<file path="src/rtl/pulse_arbiter.sv">
// Round-robin arbiter: latches single-cycle request pulses and grants one
// requester at a time, holding the grant until done or a wait timeout.
module pulse_arbiter #(
    parameter int unsigned N       = 4,
    parameter int unsigned TIMEOUT = 16
) (
    input  logic                   clk,
    input  logic                   reset_n,
    input  logic [N-1:0]           req_pulse,
    input  logic                   done,
    output logic [N-1:0]           grant,
    output logic [$clog2(N)-1:0]   grant_id,
    output logic                   busy,
    output logic [N-1:0]           pending,
    output logic [N-1:0]           overflow,
    output logic                   timeout_err
);

    localparam int unsigned IDW = $clog2(N);
    localparam int unsigned CW  = $clog2(TIMEOUT);

    typedef enum logic {
        IDLE = 1'b0,
        BUSY = 1'b1
    } state_t;

    state_t           state_q, state_d;
    logic [N-1:0]     grant_q, grant_d;
    logic [IDW-1:0]   grant_id_q, grant_id_d;
    logic             busy_q, busy_d;
    logic [N-1:0]     pending_q, pending_d;
    logic [N-1:0]     overflow_q, overflow_d;
    logic             timeout_err_q, timeout_err_d;
    logic [IDW-1:0]   last_q, last_d;
    logic [CW-1:0]    cnt_q, cnt_d;

    logic             sel_valid;
    logic [IDW-1:0]   sel_idx;
    logic [N-1:0]     sel_hit;

    // Rotating search: first pending bit at or after last_grant+1, wrapping.
    always_comb begin
        int unsigned    pos;
        logic [IDW-1:0] pos_idx;
        sel_valid = 1'b0;
        sel_idx   = '0;
        pos       = 0;
        pos_idx   = '0;
        if (state_q == IDLE) begin
            for (int unsigned k = 1; k <= N; k++) begin
                pos     = (32'(last_q) + k) % N;
                pos_idx = IDW'(pos);
                if (!sel_valid && pending_q[pos_idx]) begin
                    sel_valid = 1'b1;
                    sel_idx   = pos_idx;
                end
            end
        end
    end

    // A pulse on the selection edge re-queues; otherwise a repeat pulse is dropped and flagged.
    always_comb begin
        sel_hit    = sel_valid ? (N'(1) << sel_idx) : '0;
        pending_d  = req_pulse | (pending_q & ~sel_hit);
        overflow_d = overflow_q | (req_pulse & pending_q & ~sel_hit);
    end

    always_comb begin
        state_d       = state_q;
        grant_d       = grant_q;
        grant_id_d    = grant_id_q;
        busy_d        = busy_q;
        last_d        = last_q;
        cnt_d         = cnt_q;
        timeout_err_d = 1'b0;
        case (state_q)
            IDLE: begin
                if (sel_valid) begin
                    state_d    = BUSY;
                    grant_d    = N'(1) << sel_idx;
                    grant_id_d = sel_idx;
                    busy_d     = 1'b1;
                    cnt_d      = '0;
                end
            end
            BUSY: begin
                cnt_d = cnt_q + CW'(1);
                // done takes precedence over a coincident timeout
                if (done || (cnt_q == CW'(TIMEOUT - 1))) begin
                    state_d       = IDLE;
                    grant_d       = '0;
                    busy_d        = 1'b0;
                    last_d        = grant_id_q;
                    cnt_d         = '0;
                    timeout_err_d = !done;
                end
            end
            default: begin
                state_d = IDLE;
            end
        endcase
    end

    always_ff @(posedge clk or negedge reset_n) begin
        if (!reset_n) begin
            state_q       <= IDLE;
            grant_q       <= '0;
            grant_id_q    <= '0;
            busy_q        <= 1'b0;
            pending_q     <= '0;
            overflow_q    <= '0;
            timeout_err_q <= 1'b0;
            last_q        <= IDW'(N - 1);
            cnt_q         <= '0;
        end else begin
            state_q       <= state_d;
            grant_q       <= grant_d;
            grant_id_q    <= grant_id_d;
            busy_q        <= busy_d;
            pending_q     <= pending_d;
            overflow_q    <= overflow_d;
            timeout_err_q <= timeout_err_d;
            last_q        <= last_d;
            cnt_q         <= cnt_d;
        end
    end

    assign grant       = grant_q;
    assign grant_id    = grant_id_q;
    assign busy        = busy_q;
    assign pending     = pending_q;
    assign overflow    = overflow_q;
    assign timeout_err = timeout_err_q;

endmodule

</file>
<file path="config.mk">
export PLATFORM = sky130hd
export DESIGN_NAME = pulse_arbiter
export DESIGN_NICKNAME = d
export VERILOG_FILES = /design/src/rtl/pulse_arbiter.sv
export SDC_FILE = /design/constraint.sdc
export NUM_CORES = 1
export LEC_CHECK = 0
export BUFFER_PORTS_ARGS = -buffer_cell sky130_fd_sc_hd__buf_4
export CORE_MARGIN = 2
export CORE_UTILIZATION = 45
export CTS_BUF_LIST = sky130_fd_sc_hd__clkbuf_2
export DETAILED_ROUTE_END_ITERATION = 16
export PLACE_DENSITY = 0.73
export RECOVER_POWER = 25
export SLEW_MARGIN = 20
export SYNTH_ARGS = -nofsm -noshare
export SYNTH_HDL_FRONTEND = slang
export SYNTH_SLANG_ARGS = --single-unit
</file>
<file path="constraint.sdc">
create_clock -name clk -period 3.4 [get_ports clk]
set_input_delay 0.68 -clock clk [delete_from_list [all_inputs] [get_ports clk]]
set_output_delay 0.68 -clock clk [all_outputs]
set_load 0.1 [all_outputs]
</file>
==> results_dict.tcl <==
set metrics [dict create \
    clock-root-buffer "clkbuf_2" \
    synth_area_um2 1120 \
    n_antenna_cell 0 \
    dp_hpwl_mm 1.66 \
    grt_pass1_wl_mm 3.51 \
    synth_top_family_by_area "compound AO/OA/AOI/OAI gates" \
    synth-compound-area-share_pct 23.6 \
    slew_violations 0 \
    worst_slack_ns 1.41 \
    antenna_left 0 \
    yosys.area_share.simple_pct 16.8 \
    wirelength_mm 2.21 \
    dp_slack_ns 1.47 \
    fin_skew_ns 0.0144 \
    yosysMostFrequentCell "dfrtp_1" \
    die_w_um 54.0 \
    yosysSeqAreaShare_pct 51.4 \
    synth-async-reset-ratio_pct 100 \
    yosys_warnings 0 \
    area_growth_pct 17.1 \
    fin_nets 138 \
    mappedNetlistNets 115 \
    synthAdderAreaFrac_pct 1.11 \
    synth_xor_area_share_pct 0.780 \
    grt_pass1_vias 777 \
    hold_violations 0 \
    max-cap-violations 0 \
    synthMuxAreaShare_pct 3.90 \
    ys.flop_type "dfrtp_1" \
    worstPathArrival_ns 2.28 \
    timing.hold.ws_ns 0.516 \
    grtUsageTotal_pct 16.6 \
    critPathKind "flop to flop" \
    dr.first_iter.drc_count 21 \
    vias_per_cell 5.70 \
    place_congestion 0.790 \
    core_um2 2410 \
    vias 907 \
    antenna_found_initial 0 \
    drc 0 \
    path_max_fanout 10 \
    fmax_ghz 0.503 \
    layout-drive-gt1-share_pct 28.7 \
    num_io_pins 23 \
    start_util_pct 46.6 \
    cts_buffers 3 \
    cts_sinks 23 \
    cts.htree.levels 1 \
    post-route-period-util_pct 58.5 \
    path_buf_inv 0 \
    clkTransAtPathRegs_ns 0.21 \
    grt-ovfl-total 0 \
    ctsResizeCount 0 \
    cp_slowest_stage_delay_ns 0.54 \
    rsz0062_at_grt "false" \
    rows 18 \
    clk_latency_ns 0.32 \
    die_h_um 54.0 \
    ys_top_cells_by_area "dfrtp_1 47%, dfstp_2 4.7%, nor2_1 4.7%" \
    yosys.cell_types.count 40 \
    crit_family "compound AO/OA/AOI/OAI gates" \
    end_kind "flop" \
    synth.top_cell.area_share_pct 46.8 \
    portBuffers 22 \
    synth_common_cells "21 x dfrtp_1, 14 x nor2_1, 10 x nand2_1" \
    relSlewSlack_pct 20.7 \
    outcome "completed" \
    cts_tree "yes" \
    post_drt_wl_per_cell_um 13.9 \
    startpoint_type "flop" \
    die-area_um2 2910 \
    syn_inst 107 \
    drtPass1Iterations 4 \
    grt_max_degree 24 \
    tightest_slew_ns 1.19 \
    cts.hold.buffers_added 0 \
    path_cells "or3b_4, a2111oi_4, a311o_1, a32o_2" \
    yosysTopAreaCell "dfrtp_1" \
    ys_ff_latch 23 \
    synth_edf_count 0 \
    crit_required_ns 3.69 \
    cts_buffer_depth 2 \
    hp-class "flop to flop" \
    setup_viol 0 \
    crit_slowest_cell "dfrtp_1" \
    syn_area_per_cell_um2 10.5 \
    period_needed_ns 1.99 \
    cts_setup_buffers 0 \
    setup_tns_ns 0 \
]
-- state kept, by name (all words and copies together), names as in the netlist --
register	flops
pending	4
timeout_err	1
state_q	1
grant_id	2
cnt_q	4
grant	4
overflow	4
last_q	2
busy	1
-- worst reg2reg max path, stage by stage, from the launching register on --
cell and delay (ns):
dfrtp_1 0.54, or3b_4 0.43, a2111oi_4 0.38, a311o_1 0.38, a32o_2 0.22
-- final cells by class --
cell class                      count  area [µm²]
Fill cell                         211        1090
Multi-Input combinational cell     80         519
Clock buffer                        4        20.0
Timing Repair Buffer               22         161
Sequential cell                    23         578
Tap cell                           30        37.5
-- metal layers --
layer	routed length (µm)	GRT usage (%)	share of wire [%]	up-vias
met1	1010	22.6	46	449
met5	0	0	0	-
met3	66	1.67	3.0	2
li1	-	-	-	442
met2	1120	28.0	51	14
met4	10	5.00	0.45	0
-- stage by stage --
stage / std cells / instance area (µm²) / utilization [%]
5_1_grt: 159 / 1320 / 54.6
4_1_cts: 159 / 1320 / 54.8
6_report: 159 / 1320 / 54.6
2_1_floorplan: 107 / 1120 / -
3_5_place_dp: 155 / 1300 / 53.9
3_3_place_gp: 155 / 1300 / 53.9
-- cells by family after synthesis --
kind of cell    after synthesis
mux                           4
buf+inv                       4
compound gates               36
simple gates                 38
xor+xnor                      1
fa+ha+maj                     1
flops                        23
-- final timing paths --
| check | cells past startpoint | slack (ns) | startpoint | to |
|---|---|---|---|---|
| setup / recovery | 4 | 1.41 | pending[0] | grant[0] |
| hold / removal | 2 | 0.52 | overflow[3] | overflow[3] |
| setup reg to reg | 4 | 1.41 | pending[0] | grant[0] |
| hold reg to reg | 2 | 0.52 | overflow[3] | overflow[3] |
| max in group asynchronous | 1 | 2.15 | reset_n | cnt_q[0] |
| min in group asynchronous | 1 | 0.54 | reset_n | grant[2] |
-- cell usage in the layout (no fill, tap or decap), drive strengths merged, types with 2 or more instances in the layout --
cell type / netlist / layout
buf: 4 / 21
a21oi: 6 / 6
a31oi: 5 / 5
clkbuf: 0 / 5
nand3: 2 / 2
dfrtp: 21 / 21
dfstp: 2 / 2
nand2: 10 / 10
o21ai: 8 / 8
nor2b: 2 / 2
nand2b: 2 / 2
or3b: 2 / 2
nor2: 14 / 14
o22ai: 2 / 2
mux2: 3 / 3
a32o: 2 / 2
Power is left out: the tool's default activity adds up to more than one toggle a clock period on the data nets, which glitch-free logic cannot reach.
